--- src/rtl/pipeline_mem_arbiter.sv ---
// Arbiter for the single-port unified memory. It serves the instruction-fetch port
// and the data port one access at a time, and produces the pipeline stall signal.
module pipeline_mem_arbiter #(
  parameter int ADDR_W      = 32,
  parameter int DATA_W      = 32,
  parameter int MAX_IF_WAIT = 3,
  parameter int TIMEOUT     = 255
) (
  input  logic              clk,
  input  logic              reset,
  input  logic              if_req,
  input  logic [ADDR_W-1:0] if_addr,
  input  logic              if_flush,
  output logic [DATA_W-1:0] if_rdata,
  output logic              if_ready,
  input  logic              mem_req,
  input  logic              mem_we,
  input  logic [ADDR_W-1:0] mem_addr,
  input  logic [DATA_W-1:0] mem_wdata,
  output logic [DATA_W-1:0] mem_rdata,
  output logic              mem_ready,
  output logic              ram_req,
  output logic              ram_we,
  output logic [ADDR_W-1:0] ram_addr,
  output logic [DATA_W-1:0] ram_wdata,
  input  logic [DATA_W-1:0] ram_rdata,
  input  logic              ram_ack,
  output logic              stall,
  output logic              err
);

  localparam int WAIT_W = (MAX_IF_WAIT > 0) ? $clog2(MAX_IF_WAIT + 1) : 1;
  localparam int TO_W   = (TIMEOUT > 1) ? $clog2(TIMEOUT + 1) : 1;
  localparam logic [WAIT_W-1:0] WAIT_MAX = WAIT_W'(MAX_IF_WAIT);
  localparam logic [TO_W-1:0]   TO_LAST  = TO_W'(TIMEOUT - 1);

  typedef enum logic [1:0] {IDLE, BUSY_IF, BUSY_MEM} state_t;

  state_t            state;
  logic [WAIT_W-1:0] wait_cnt;
  logic [TO_W-1:0]   to_cnt;
  logic              discard;
  logic              grant_mem;
  logic              grant_if;

  function automatic logic [WAIT_W-1:0] sat_inc_wait(input logic [WAIT_W-1:0] v);
    return (v >= WAIT_MAX) ? v : v + 1'b1;
  endfunction

  // Fetch overrides the data port only once it has watched MAX_IF_WAIT data grants go by.
  assign grant_mem = mem_req && !(if_req && (wait_cnt == WAIT_MAX) && !if_flush);
  assign grant_if  = if_req && !if_flush;

  // Held low during reset so that every output is quiet while the block is in reset.
  assign stall = reset && ((mem_req && !mem_ready) || (if_req && !if_ready && !if_flush));

  always_ff @(posedge clk or negedge reset) begin
    if (!reset) begin
      state     <= IDLE;
      wait_cnt  <= '0;
      to_cnt    <= '0;
      discard   <= 1'b0;
      ram_req   <= 1'b0;
      ram_we    <= 1'b0;
      ram_addr  <= '0;
      ram_wdata <= '0;
      if_rdata  <= '0;
      if_ready  <= 1'b0;
      mem_rdata <= '0;
      mem_ready <= 1'b0;
      err       <= 1'b0;
    end else begin
      if_ready  <= 1'b0;
      mem_ready <= 1'b0;
      err       <= 1'b0;
      case (state)
        IDLE: begin
          discard <= 1'b0;
          if (grant_mem) begin
            state     <= BUSY_MEM;
            ram_req   <= 1'b1;
            ram_we    <= mem_we;
            ram_addr  <= mem_addr;
            ram_wdata <= mem_wdata;
            to_cnt    <= '0;
            if (if_req) wait_cnt <= sat_inc_wait(wait_cnt);
          end else if (grant_if) begin
            state     <= BUSY_IF;
            ram_req   <= 1'b1;
            ram_we    <= 1'b0;
            ram_addr  <= if_addr;
            ram_wdata <= '0;
            to_cnt    <= '0;
            wait_cnt  <= '0;
          end
        end
        BUSY_IF, BUSY_MEM: begin
          if (ram_ack) begin
            ram_req <= 1'b0;
            state   <= IDLE;
            if (state == BUSY_MEM) begin
              mem_ready <= 1'b1;
              if (!ram_we) mem_rdata <= ram_rdata;
            end else if (!discard && !if_flush) begin
              if_ready <= 1'b1;
              if_rdata <= ram_rdata;
            end
          end else if (to_cnt == TO_LAST) begin
            // Abort: the requester sees neither ready nor data and simply retries.
            ram_req <= 1'b0;
            err     <= 1'b1;
            state   <= IDLE;
          end else begin
            to_cnt <= to_cnt + 1'b1;
            if ((state == BUSY_IF) && if_flush) discard <= 1'b1;
          end
        end
        default: state <= IDLE;
      endcase
      if (if_flush) wait_cnt <= '0;
    end
  end

endmodule

--- config.mk ---
export PLATFORM = sky130hd
export DESIGN_NAME = pipeline_mem_arbiter
export DESIGN_NICKNAME = d
export VERILOG_FILES = /design/src/rtl/pipeline_mem_arbiter.sv
export SDC_FILE = /design/constraint.sdc
export NUM_CORES = 1
export LEC_CHECK = 0
export CORE_MARGIN = 2
export CORE_UTILIZATION = 45
export DETAILED_ROUTE_END_ITERATION = 7
export GPL_TIMING_DRIVEN = 1
export HOLD_SLACK_MARGIN = 0.06
export MAX_ROUTING_LAYER = met4
export PLACE_DENSITY = 0.84
export REMOVE_ABC_BUFFERS = 1
export SETUP_SLACK_MARGIN = 0.3
export SYNTH_ARGS = -nofsm -noshare
export SYNTH_HDL_FRONTEND = slang
export SYNTH_SLANG_ARGS = --single-unit
--- constraint.sdc ---
create_clock -name clk -period 5.3 [get_ports clk]
set_clock_uncertainty 0.2 [all_clocks]
set_input_delay 1.06 -clock clk [delete_from_list [all_inputs] [get_ports clk]]
set_output_delay 1.06 -clock clk [all_outputs]
set_load 0.01 [all_outputs]
==> impl_metrics.json <==
{
  "outcome": "finished clean",
  "dpl.hpwl_um": 11500,
  "leakagePower_nw": 4.12,
  "dr_total_vias": 4647,
  "achievable-frequency_mhz": 256,
  "grt_util_all_layers_pct": 23.5,
  "first_iter_violations": 195,
  "hold_path.startpoint": "ram_addr[4]",
  "synth-seq-cells": 146,
  "ys_async_sr_fraction_pct": 100,
  "post_route_drc_violation_count": 0,
  "hold-path-cell-count": 2,
  "proportion_of_layout_cells_with_a_drive_suffix_above_1_pct": 7.28,
  "floorplan.die.height_um": 120,
  "max-slew-margin-rel_pct": 28.1,
  "grt_pass1_vias": 4877,
  "critical_path.reg2reg.startpoint": "state[0]",
  "dieArea_mm2": 0.0143,
  "route.antenna.remaining_nets": 0,
  "post_drt_via_cell_ratio": 5.13,
  "ff2ff_setup_slack_ns": 2.88,
  "flow.area_growth_from_synthesis_pct": 56.5,
  "final_nets": 857,
  "slew_viol_final": 0,
  "timing.critical_path.to_type": "output port",
  "cts_bufs_inserted": 17,
  "chipWidth_um": 120,
  "rsz0062_at_grt": "no",
  "clk_pin_slew_ns": 0.06,
  "layout.area.seq_mm2": 0.00365,
  "antenna_found_initial": 1,
  "worst-r2r-cell-count": 6,
  "grt_pass1_wl_um": 25200,
  "synth_top_area_share_pct": 60.9,
  "design_power_total_mw": 5.40,
  "post-cts-setup-buffers": 0,
  "fp-row-count": 42,
  "clock_tree_from_tritoncts": "built",
  "synth_area_leaders": "sky130_fd_sc_hd__dfrtp_1, sky130_fd_sc_hd__mux2_1, sky130_fd_sc_hd__mux2i_1",
  "synth-main-ff-cell": "sky130_fd_sc_hd__dfrtp_1",
  "wl_um": 15800,
  "place.gp.congestion": 0.804,
  "cts-root-buf": "sky130_fd_sc_hd__clkbuf_16",
  "p_per_area_mw_per_mm2": 575,
  "largest_net_degree_at_the_start_of_global_routing": 87,
  "avgRoutedWirePerCell_um": 17.5,
  "multi_input_comb_area_mm2": 0.00221,
  "final-hold-violation-count": 0,
  "place.port_buffers": 268,
  "clock-sinks": 146,
  "report.final.setup_viol": 0,
  "synth_warnings": 0,
  "cts_max_level": 4,
  "path_max_fanout": 6,
  "critical_path.reg2reg.endpoint": "if_rdata[30]",
  "cts_hold_repair.buffers": 0,
  "io_pins": 269,
  "drt_pass1_iterations": 4,
  "max-clock-path-buffers": 2,
  "finish.cell_count_without_fillers": 905,
  "number_of_fillers_in_the_final_layout": 895,
  "synth.cell_area_mm2": 0.00600,
  "synth_area_per_cell_um2": 13.4,
  "hp-class": "flip-flop to flip-flop",
  "core_area_mm2": 0.0131,
  "netlist-cell-type-count": 47,
  "place_inst": 872,
  "post_place_cell_area_mm2": 0.00884,
  "yosys.area.top_type": "sky130_fd_sc_hd__dfrtp_1",
  "finish.instance_area_mm2": 0.00940,
  "required_ns": 4.04,
  "finalCritPeriodShare_pct": 73.8,
  "synth.most_common_cell": "sky130_fd_sc_hd__dfrtp_1",
  "cts.repair.resized": 0,
  "timing.critical_path.from_type": "input port",
  "start_util_pct": 45.7,
  "critPathKind": "input port to output port",
  "maxCapViolations": 0,
  "synth_edf_count": 0,
  "synth_commonest_cells": "sky130_fd_sc_hd__dfrtp_1, sky130_fd_sc_hd__mux2_1, sky130_fd_sc_hd__nand2_1, sky130_fd_sc_hd__a22o_1",
  "layout_min_cycle_time_ns": 3.91,
  "globalRouteOverflowTotal": 0,
  "synth-seq-area-share_pct": 60.9,
  "worst_pin_slew_ns": 1.08,
  "clk-insertion-delay-late_ns": 0.41,
  "syn_inst": 449,
  "min_to": "ram_addr[4]",
  "max_vdd_drop_mv": 0.314,
  "fin_tns_setup_ns": 0,
  "critPathArrivalTime_ns": 2.65
}
==> flip-flops by register name, summed over array words and instances, names as in the netlist <==
register and cells:
ram_req 1, if_ready 1, discard 1, mem_ready 1, ram_wdata 32, wait_cnt 2
ram_we 1, err 1, to_cnt 8, ram_addr 32, mem_rdata 32, if_rdata 32
state 2
==> placed cells by master (no fill, tap or decap), types with 2 or more instances in the layout <==
master,instances
sky130_fd_sc_hd__nor2_1,7
sky130_fd_sc_hd__and2_1,3
sky130_fd_sc_hd__a221o_1,3
sky130_fd_sc_hd__a21oi_1,3
sky130_fd_sc_hd__mux2i_1,33
sky130_fd_sc_hd__ha_1,7
sky130_fd_sc_hd__clkinv_2,5
sky130_fd_sc_hd__nand3_1,4
sky130_fd_sc_hd__clkinvlp_4,3
sky130_fd_sc_hd__clkdlybuf4s50_1,267
sky130_fd_sc_hd__o21ai_1,33
sky130_fd_sc_hd__and3_1,2
sky130_fd_sc_hd__mux2_1,59
sky130_fd_sc_hd__nand2_1,38
sky130_fd_sc_hd__nand4_1,2
sky130_fd_sc_hd__nor3_1,4
sky130_fd_sc_hd__mux2_2,6
sky130_fd_sc_hd__clkinv_4,3
sky130_fd_sc_hd__nand2b_1,3
sky130_fd_sc_hd__buf_4,3
sky130_fd_sc_hd__a22o_1,35
sky130_fd_sc_hd__a31oi_1,2
sky130_fd_sc_hd__clkbuf_16,17
sky130_fd_sc_hd__a21o_1,3
sky130_fd_sc_hd__inv_1,7
sky130_fd_sc_hd__dfrtp_1,146
==> worst max-delay path: stages <==
cell	delay (ns)
sky130_fd_sc_hd__clkdlybuf4s50_1	0.56
sky130_fd_sc_hd__nand2b_1	0.24
sky130_fd_sc_hd__o22ai_1	0.10
sky130_fd_sc_hd__and2_1	0.13
sky130_fd_sc_hd__clkdlybuf4s50_1	0.56
==> logic make-up after synthesis <==
group                    share of synthesized area [%]
AO/OA/AOI/OAI                                     11.1
adder cells (fa/ha/maj)                           1.46
buffers and inverters                             2.48
flip-flops                                        60.9
multiplexers                                      17.7
AND/OR/NAND/NOR                                   6.44
==> power breakdown <==
part           internal, mW  switching (mW)
Combinational          1.34            1.02
Clock                 0.656           0.456
Sequential             1.63           0.298
Total                  3.63            1.77
==> layout make-up <==
| cell class | instances | area share [%] |
|---|---|---|
| clock inverters | 13 | 1.20 |
| inverters | 8 | 0.320 |
| clock buffers | 19 | 4.71 |
| diodes | 1 | 0.0266 |
| repair buffers | 272 | 29.0 |
| well taps | 176 | 2.34 |
| flip-flops and latches | 146 | 38.9 |
| multi-input cells | 270 | 23.5 |
==> worst max-delay path by stage <==
stage | end | startpoint | depth (start not counted) | slack (ns)
final | stall | if_flush | 5 | 1.39
after global routing | stall | if_flush | 5 | 1.31
after CTS | stall | if_flush | 5 | 1.40
after detailed placement | stall | if_flush | 5 | 1.40
after global placement | stall | if_flush | 5 | 1.39
after floorplan | state[0] | if_req | 4 | 1.45
==> through the flow <==
step | utilization [%] | setup WS [ns] | hold slack, ns
after detailed placement | 67.3 | 1.40 | 0.275
final | 71.5 | 1.39 | 0.281
after CTS | 71.5 | 1.40 | 0.287
after floorplan | - | 1.45 | 0.294
after global placement | 67.3 | 1.39 | 0.266
after global routing | 71.5 | 1.31 | 0.306
==> metal layers <==
layer	vias up	routed length (um)	GRT usage (%)
li1	2153	-	-
met5	-	0	-
met3	24	1080	6.56
met1	2269	6300	27.2
met4	0	346	9.71
met2	201	8110	38.9
No activity file was read; power rests on OpenSTA's default activity.
